[config.mk]
export PLATFORM = sky130hd
export DESIGN_NAME = muldiv_unit_flat
export DESIGN_NICKNAME = d
export VERILOG_FILES = /design/src/rtl/muldiv_unit_if.sv /design/src/rtl/muldiv_unit.sv /design/src/flat_wrapper.sv
export SDC_FILE = /design/constraint.sdc
export NUM_CORES = 1
export LEC_CHECK = 0
export BUFFER_PORTS_ARGS = -buffer_cell sky130_fd_sc_hd__buf_2
export CORE_ASPECT_RATIO = 1.4
export CORE_MARGIN = 2
export CORE_UTILIZATION = 55
export DETAILED_ROUTE_END_ITERATION = 7
export MAX_ROUTING_LAYER = met4
export PLACE_DENSITY_LB_ADDON = 0.15
export RECOVER_POWER = 25
export SLEW_MARGIN = 20
export SYNTH_ARGS = -nofsm -noshare
export SYNTH_HDL_FRONTEND = slang
export SYNTH_SLANG_ARGS = --single-unit
[constraint.sdc]
create_clock -name clk -period 5.7 [get_ports clk]
set_input_delay 0.57 -clock clk [delete_from_list [all_inputs] [get_ports clk]]
set_output_delay 0.57 -clock clk [all_outputs]
set_load 0.005 [all_outputs]
[src/rtl/muldiv_unit_if.sv]
// muldiv_unit_if: start/busy/done request bundle and HI/LO read-out
// for the iterative multiply/divide unit.
interface muldiv_unit_if #(
   parameter int WIDTH = 32
);
   logic             start;
   logic [2:0]       op;
   logic [WIDTH-1:0] A;
   logic [WIDTH-1:0] B;
   logic             busy;
   logic             done;
   logic             div_by_zero;
   logic [WIDTH-1:0] hi;
   logic [WIDTH-1:0] lo;

   modport master (
      output start, op, A, B,
      input  busy, done, div_by_zero, hi, lo
   );

   modport slave (
      input  start, op, A, B,
      output busy, done, div_by_zero, hi, lo
   );
endinterface

[src/rtl/muldiv_unit.sv]
// muldiv_unit: iterative MULT/MULTU/DIV/DIVU plus MTHI/MTLO into HI/LO.
// One multiplier or quotient bit per cycle; WIDTH cycles per op.
module muldiv_unit #(
   parameter int WIDTH = 32
) (
   input logic          clk,
   input logic          rst_n,
   muldiv_unit_if.slave bus
);
   localparam int CW = $clog2(WIDTH);
   localparam int W2 = 2 * WIDTH;

   typedef enum logic {IDLE, RUN} state_t;
   state_t state, state_nxt;

   logic [W2-1:0]    acc, acc_nxt, prod;
   logic [WIDTH-1:0] opb, hi_q, lo_q;
   logic [WIDTH-1:0] a_abs, b_abs, quo, rem;
   logic [WIDTH-1:0] hi_res, lo_res;
   logic [WIDTH:0]   sum, shifted, diff;
   logic [CW-1:0]    cnt;
   logic             is_div, neg_q, neg_r, dbz;
   logic             done_q, dbz_q;
   logic             a_neg, b_neg, idle, last;
   logic             go_md, go_mthi, go_mtlo;

   assign idle  = (state == IDLE);
   assign last  = (cnt == CW'(WIDTH - 1));
   assign a_neg = ~bus.op[0] & bus.A[WIDTH-1];
   assign b_neg = ~bus.op[0] & bus.B[WIDTH-1];
   assign a_abs = a_neg ? -bus.A : bus.A;
   assign b_abs = b_neg ? -bus.B : bus.B;

   // Classify an accepted request; reserved codes fall through.
   always_comb begin
      go_md   = 1'b0;
      go_mthi = 1'b0;
      go_mtlo = 1'b0;
      if (bus.start && idle) begin
         unique case (1'b1)
            !bus.op[2]:         go_md   = 1'b1;
            bus.op == 3'b100:   go_mthi = 1'b1;
            bus.op == 3'b101:   go_mtlo = 1'b1;
            default: ;
         endcase
      end
   end

   // State register.
   always_ff @(posedge clk or negedge rst_n) begin
      if (!rst_n) state <= IDLE;
      else        state <= state_nxt;
   end

   // Next state: run for WIDTH iterations after an accepted mul/div.
   always_comb begin
      state_nxt = state;
      unique case (state)
         IDLE: if (go_md) state_nxt = RUN;
         RUN:  if (last)  state_nxt = IDLE;
      endcase
   end

   // Outputs: busy from state, the rest from registers.
   always_comb begin
      bus.busy        = (state == RUN);
      bus.done        = done_q;
      bus.div_by_zero = dbz_q;
      bus.hi          = hi_q;
      bus.lo          = lo_q;
   end

   // One iteration: shift-add multiply or restoring divide step.
   // A zero divisor forces quotient ones and leaves |A| in rem.
   always_comb begin
      sum     = {1'b0, acc[W2-1:WIDTH]}
              + {1'b0, acc[0] ? opb : {WIDTH{1'b0}}};
      shifted = acc[W2-1:WIDTH-1];
      diff    = shifted - {1'b0, opb};
      if (!is_div)
         acc_nxt = {sum, acc[WIDTH-1:1]};
      else if (!diff[WIDTH] || dbz)
         acc_nxt = {diff[WIDTH-1:0], acc[WIDTH-2:0], 1'b1};
      else
         acc_nxt = {shifted[WIDTH-1:0], acc[WIDTH-2:0], 1'b0};
   end

   // Sign fix-up of the final iteration's result.
   always_comb begin
      prod = neg_q ? -acc_nxt : acc_nxt;
      rem  = acc_nxt[W2-1:WIDTH];
      quo  = acc_nxt[WIDTH-1:0];
      if (is_div) begin
         hi_res = neg_r ? -rem : rem;
         lo_res = dbz ? {WIDTH{1'b1}} : (neg_q ? -quo : quo);
      end else begin
         hi_res = prod[W2-1:WIDTH];
         lo_res = prod[WIDTH-1:0];
      end
   end

   // Operand latch, iteration, HI/LO writes and completion pulses.
   always_ff @(posedge clk or negedge rst_n) begin
      if (!rst_n) begin
         acc    <= '0;
         opb    <= '0;
         cnt    <= '0;
         is_div <= 1'b0;
         neg_q  <= 1'b0;
         neg_r  <= 1'b0;
         dbz    <= 1'b0;
         hi_q   <= '0;
         lo_q   <= '0;
         done_q <= 1'b0;
         dbz_q  <= 1'b0;
      end else begin
         done_q <= 1'b0;
         dbz_q  <= 1'b0;
         if (go_md) begin
            acc    <= {{WIDTH{1'b0}}, bus.op[1] ? a_abs : b_abs};
            opb    <= bus.op[1] ? b_abs : a_abs;
            cnt    <= '0;
            is_div <= bus.op[1];
            neg_q  <= a_neg ^ b_neg;
            neg_r  <= a_neg;
            dbz    <= bus.op[1] & ~|bus.B;
         end else if (state == RUN) begin
            acc <= acc_nxt;
            cnt <= cnt + 1'b1;
            if (last) begin
               hi_q   <= hi_res;
               lo_q   <= lo_res;
               done_q <= 1'b1;
               dbz_q  <= dbz;
            end
         end
         if (go_mthi) begin
            hi_q   <= bus.A;
            done_q <= 1'b1;
         end
         if (go_mtlo) begin
            lo_q   <= bus.A;
            done_q <= 1'b1;
         end
      end
   end
endmodule

[src/flat_wrapper.sv]
// flat-port wrapper written by rule: the top's interface ports become plain ports
module muldiv_unit_flat 
#(
   parameter int WIDTH = 32
)
  (clk, rst_n, bus_start, bus_op, bus_A, bus_B, bus_busy, bus_done, bus_div_by_zero, bus_hi, bus_lo);
  muldiv_unit_if #(.WIDTH(WIDTH)) bus_i ();
  input logic clk;
  input logic rst_n;
  input wire logic [$bits(bus_i.start)-1:0] bus_start;
  input wire logic [$bits(bus_i.op)-1:0] bus_op;
  input wire logic [$bits(bus_i.A)-1:0] bus_A;
  input wire logic [$bits(bus_i.B)-1:0] bus_B;
  output wire logic [$bits(bus_i.busy)-1:0] bus_busy;
  output wire logic [$bits(bus_i.done)-1:0] bus_done;
  output wire logic [$bits(bus_i.div_by_zero)-1:0] bus_div_by_zero;
  output wire logic [$bits(bus_i.hi)-1:0] bus_hi;
  output wire logic [$bits(bus_i.lo)-1:0] bus_lo;
  assign bus_i.start = bus_start;
  assign bus_i.op = bus_op;
  assign bus_i.A = bus_A;
  assign bus_i.B = bus_B;
  assign bus_busy = bus_i.busy;
  assign bus_done = bus_i.done;
  assign bus_div_by_zero = bus_i.div_by_zero;
  assign bus_hi = bus_i.hi;
  assign bus_lo = bus_i.lo;
  muldiv_unit #(.WIDTH(WIDTH)) u_core (.clk(clk), .rst_n(rst_n), .bus(bus_i));
endmodule
Word-level counts from Yosys, hierarchy flattened --
Cells that the tools add are included. W data, S select, Z words.
Cells by class: $add $sub $neg 8, eq/ne operators 5, mux-type cells 42, bitwise operators 6, reduce and logical (&&, ||, !) cells 12
Operator list (count):
- $mux W32 | 18
- $mux W64 | 5
- $neg A32 Y32 | 4
- $neg A64 Y64 | 1
- $add A32 B32 Y33 | 1
- $sub A33 B32 Y33 | 1
- $reduce_or A32 Y1 | 1
- $mux W1 | 16
- $mux W5 | 2
- $reduce_bool A2 Y1 | 5
- $eq A3 B3 Y1 const B | 2
- $reduce_and A3 Y1 | 2
- $add A5 B1 Y5 const B | 1
- $eq A5 B5 Y1 const B | 1
- $ne A2 B2 Y1 const B | 2
- $and A1 B1 Y1 | 3
- $logic_not A1 Y1 | 2
- $not A1 Y1 | 2
- $pmux W1 S2 | 1
- $logic_and A1 B1 Y1 | 1
- $logic_or A1 B1 Y1 | 1
- $xor A1 B1 Y1 | 1
Storage, ports and cells: flip-flop bits (word level) 172, input bits 70, output and inout port bits 67, word-level logic and storage cells 85

Depth between registers and ports, before layout --
depth in word-level cells 13, gate-level depth with buffers 24

Worst setup path after synthesis --
No wires, ideal clock.
path type flip-flop to flip-flop, start point register u_core.acc[31], end point register u_core.hi_q[14] (netlist: u_core.bus.hi[14]), arrival 5.084 ns, data required time 5.623 ns, setup slack 0.539 ns, cell stages (with the launch flop) 25, buffers on the path 1, cell sequence dfrtp_1 inv_1 ha_1 fa_1 nand2b_1 a211oi_2 o2111ai_1 a21o_1 o211ai_4 a21oi_4 a21oi_1 ha_1 o21ai_0 a2111o_1 or2_2 or3_1 clkbuf_1 o21ai_0 and2_1 and2_1 a21oi_1 o31ai_1 xnor2_1 nand2_1 a21oi_1
On the way: cells in the longest elaborated chain, start to end 12, elaborated cells on any way between the ends 14, classes of those cells 3 x add/sub; 9 x mux; 2 x reduce/logical
Ends and longest elaborated chain:
- from (decl) | RTL line muldiv_unit.sv:16 | logic [W2-1:0] acc, acc_nxt, prod;
- from (signal assigned) | RTL line muldiv_unit.sv:120 | acc <= {{WIDTH{1'b0}}, bus.op[1] ? a_abs : b_abs};
- from (signal assigned) | RTL line muldiv_unit.sv:128 | acc <= acc_nxt;
- $sub A33 B32 Y33 | RTL line muldiv_unit.sv:79 | diff = shifted - {1'b0, opb};
- $logic_not A1 Y1 | RTL line muldiv_unit.sv:82 | else if (!diff[WIDTH] || dbz)
- $logic_or A1 B1 Y1 | RTL line muldiv_unit.sv:82
- $mux W64 | RTL line muldiv_unit.sv:82
- $mux W64 (*) | RTL line muldiv_unit.sv:80 | if (!is_div)
- $neg A64 Y64 or $neg A32 Y32 (tied branches) | RTL line muldiv_unit.sv:90, muldiv_unit.sv:94
- $mux W64 or $mux W32 (tied branches) | RTL line muldiv_unit.sv:90, muldiv_unit.sv:94
- $mux W32 (*) | RTL line muldiv_unit.sv:93 | if (is_div) begin
- $mux W32 (*) | RTL line muldiv_unit.sv:130 | if (last) begin
- $mux W32 (*) | RTL line muldiv_unit.sv:127 | end else if (state == RUN) begin
- $mux W32 (*) | RTL line muldiv_unit.sv:119 | if (go_md) begin
- $mux W32 (*) | RTL line muldiv_unit.sv:137 | if (go_mthi) begin
- to (signal assigned) | RTL line muldiv_unit.sv:131 | hi_q <= hi_res;
- to (signal assigned) | RTL line muldiv_unit.sv:138 | hi_q <= bus.A;
- to (decl) | RTL line muldiv_unit.sv:17 | logic [WIDTH-1:0] opb, hi_q, lo_q;
Every way passes the cells marked *; elsewhere a longest branch is shown, timed or not. The select of a mux whose other input is x is not followed. A chain may end at the register's enable or synchronous reset.

Worst setup path after layout --
start point register u_core.acc[31], end point register u_core.hi_q[31] (netlist: u_core.bus.hi[31])
Same word-level chain as after synthesis.

==> impl_metrics.ini <==
[status]
status = finished with violations
violations = max-capacitance violations, max-slew violations

[logic_synthesis]
synth.distinct_cells = 92
async_reset_ff_share_pct = 100
synth_nets = 2224
synth_edf_count = 0
syn_area_um2 = 15800
synth.most_common_cell = nand2_1
yosys-top-cells-count = nand2_1, o21ai_0, dfrtp_1
synth_cells = 2082
yosys_warnings = 0
synth_top_area_share_pct = 27.3
synth_seq_cells = 172
synthFlopType = dfrtp_1
synth_area_per_cell_um2 = 7.57
synth_area_leaders = dfrtp_1, o21ai_0, nand2_1
ys_seq_area_share_pct = 27.3
synth_largest_area_cell = dfrtp_1

[sta]
final.setup.tns_ns = 0
hold_viol = 0
relSlewSlack_pct = -188
tightestPinTransition_ns = 4.31
slew_violations = 73
fmax_mhz = 183
fin_skew_ns = 0.0143
rsz0062_at_grt = no
period_minus_slack_ns = 5.46
period_share_pct = 95.7
finalSetupViolCount = 0

[grt]
grt_max_degree = 100
grt_overflow = 0
grt_pass1_wl_um = 97800
antenna_found_initial = 1
grtUsageTotal_pct = 44.7
grt_pass1_vias = 16346

[critical_path]
cp.required_ns = 6.04
critPathKind = reg -> reg
path_cells = inv_1, ha_1, fa_1, nand2b_1, a211oi_2, o2111ai_1, buf_4, a21boi_2, o211a_2, nor2_1, a221o_1, nor4_4, nand3b_1, nor2_1, o2111ai_1, and3_1, nor3_1, o21ai_1
crit_arrival_ns = 5.80
reg2reg_slack_ns = 0.24
crit_family = compound AO/OA/AOI/OAI gates
crit_path_max_incr_delay_ns = 0.60
critPathCaptureType = flip-flop
cp-start-kind = flip-flop
r2r_cells = 18
r2r-start = u_core.acc[31]$_DFFE_PN0P_
crit_path_max_fanout = 8
crit_slowest_cell = a221o_1
r2r-end = u_core.bus.hi[31]$_DFFE_PN0P_
path_buf_inv = 2

[clock_network]
holdBufCountCts = 0
cts_tree = built
clockBufferDepth = 2
clock-sinks = 172
clkSlewWorstSetupHoldPaths_ns = 0.08
cts_made_buffers = 17
clock_latency_ns = 0.47
htree_levels = 4
clockRootBuffer = clkbuf_16

[min_path]
min_to = u_core.bus.lo[10]$_DFFE_PN0P_
hp-class = in -> reg
min_path_cells = 3
min_from = bus_A[10]

[drt]
drc_errors = 0
wl_per_cell_um = 25.4
drtAntennaViolNets = 0
vias_per_cell = 6.54
route.vias.total = 16854
first_pass_iters = 6
drt_iter0_drc = 1401
wirelength_um = 65400

[finish]
layout.nets = 2329
multiInputGateArea_um2 = 10700
synthToLayoutAreaGrowth_pct = 11.7
drive_above_1_share_pct = 13.5
nFillCells = 2666
register_area_um2 = 4310

[placement]
gp_congestion = 1.06
port_buffers = 136
hpwl_um = 50100

[floorplan]
core_um2 = 28300
num_rows = 73
start_util_pct = 55.7
dieWidth_um = 147
pin_count = 137
die_h_um = 204
dieArea_um2 = 30100

[flow_run]
cap_violations = 1
## sequential cells by signal, summed over array words and instances (netlist names)
name	cells
u_core.acc	64
u_core.bus.hi	32
u_core.bus.lo	32
u_core.opb	32
u_core.cnt	5
u_core.bus.busy	1
u_core.bus.div_by_zero	1
u_core.bus.done	1
u_core.dbz	1
u_core.is_div	1
u_core.neg_q	1
u_core.neg_r	1
## layout make-up
class,count,area share (%)
Antenna cell,2,0.0284
Clock buffer,18,2.49
Clock inverter,14,0.881
Inverter,80,1.70
Multi-Input combinational cell,1702,60.6
Sequential cell,172,24.5
Tap cell,375,2.66
Timing Repair Buffer,214,7.15
## per-layer routing
| layer | GRT usage [%] | wire length, um |
|---|---|---|
| met3 | 7.03 | 4430 |
| met1 | 47.5 | 22600 |
| met4 | 36.1 | 6520 |
| met2 | 73.6 | 31800 |
| met5 | - | 0 |
## tightest hold or removal path, cell delays in order
cell	delay (ns)
buf_2	0.13
nand2_1	0.05
o21ai_0	0.06
## through the flow
step | util, % | hold WS (ns) | area [um^2] | setup slack, ns | cells
floorplan | - | 0.274 | 15800 | 0.539 | 2082
global placement | 60.0 | 0.465 | 17000 | 0.294 | 2542
detailed placement | 60.0 | 0.477 | 17000 | 0.199 | 2542
CTS | 62.1 | 0.160 | 17600 | 0.140 | 2574
global route | 62.2 | 0.415 | 17600 | 0.00331 | 2576
finish | 62.2 | 0.379 | 17600 | 0.245 | 2577
## how the worst max path moves through the flow
stage,startpoint,cells after the start,slack [ns],end
floorplan,u_core.acc[31]$_DFFE_PN0P_,24,0.54,u_core.bus.hi[14]$_DFFE_PN0P_
global placement,u_core.acc[31]$_DFFE_PN0P_,22,0.29,u_core.bus.hi[16]$_DFFE_PN0P_
detailed placement,u_core.acc[42]$_DFFE_PN0P_,21,0.20,u_core.bus.hi[14]$_DFFE_PN0P_
CTS,u_core.acc[42]$_DFFE_PN0P_,21,0.14,u_core.bus.hi[14]$_DFFE_PN0P_
global route,u_core.acc[31]$_DFFE_PN0P_,23,0.003,u_core.bus.hi[14]$_DFFE_PN0P_
finish,u_core.acc[31]$_DFFE_PN0P_,18,0.24,u_core.bus.hi[31]$_DFFE_PN0P_
## repair_timing
item,CTS,global route
setup buffers,0,1
gates resized for setup,0,5
endpoints found under the setup margin,0,14
endpoints found under the hold margin,0,0
## placed cells by master (no fill, tap or decap), types with 19 or more instances in the layout
cell type and n:
mux2i_1 39, and3_1 19, nor2_1 146, nand2_1 300, nand2b_1 19, a21oi_1 150
o21ai_0 244, xnor2_1 88, a21o_1 24, o31ai_1 31, nand4_1 21, o21a_1 19
and2_1 44, inv_1 80, dfrtp_1 170, nand3_1 26, buf_4 76, o22ai_1 43
o211ai_1 45, nor3_1 37, xor2_1 89, a31oi_1 21, buf_2 135, ha_1 70
## kinds of logic (layout without fill, tap and decap cells)
| logic type | count (synthesis) | after routing | share of synthesized area (%) |
|---|---|---|---|
| other | 0 | 2 | 0 |
| AOI/OAI and AO/OA | 707 | 707 | 28.0 |
| DFF | 172 | 172 | 27.3 |
| and+or+nand+nor | 698 | 698 | 20.7 |
| xor gates and xnor gates | 177 | 177 | 9.83 |
| muxes | 48 | 48 | 3.12 |
| buffers and inverters | 208 | 326 | 5.18 |
| adders and majority gates | 72 | 72 | 5.81 |
Power is left out: the tool's default activity adds up to more than one toggle a clock period on the data nets, which glitch-free logic cannot reach.
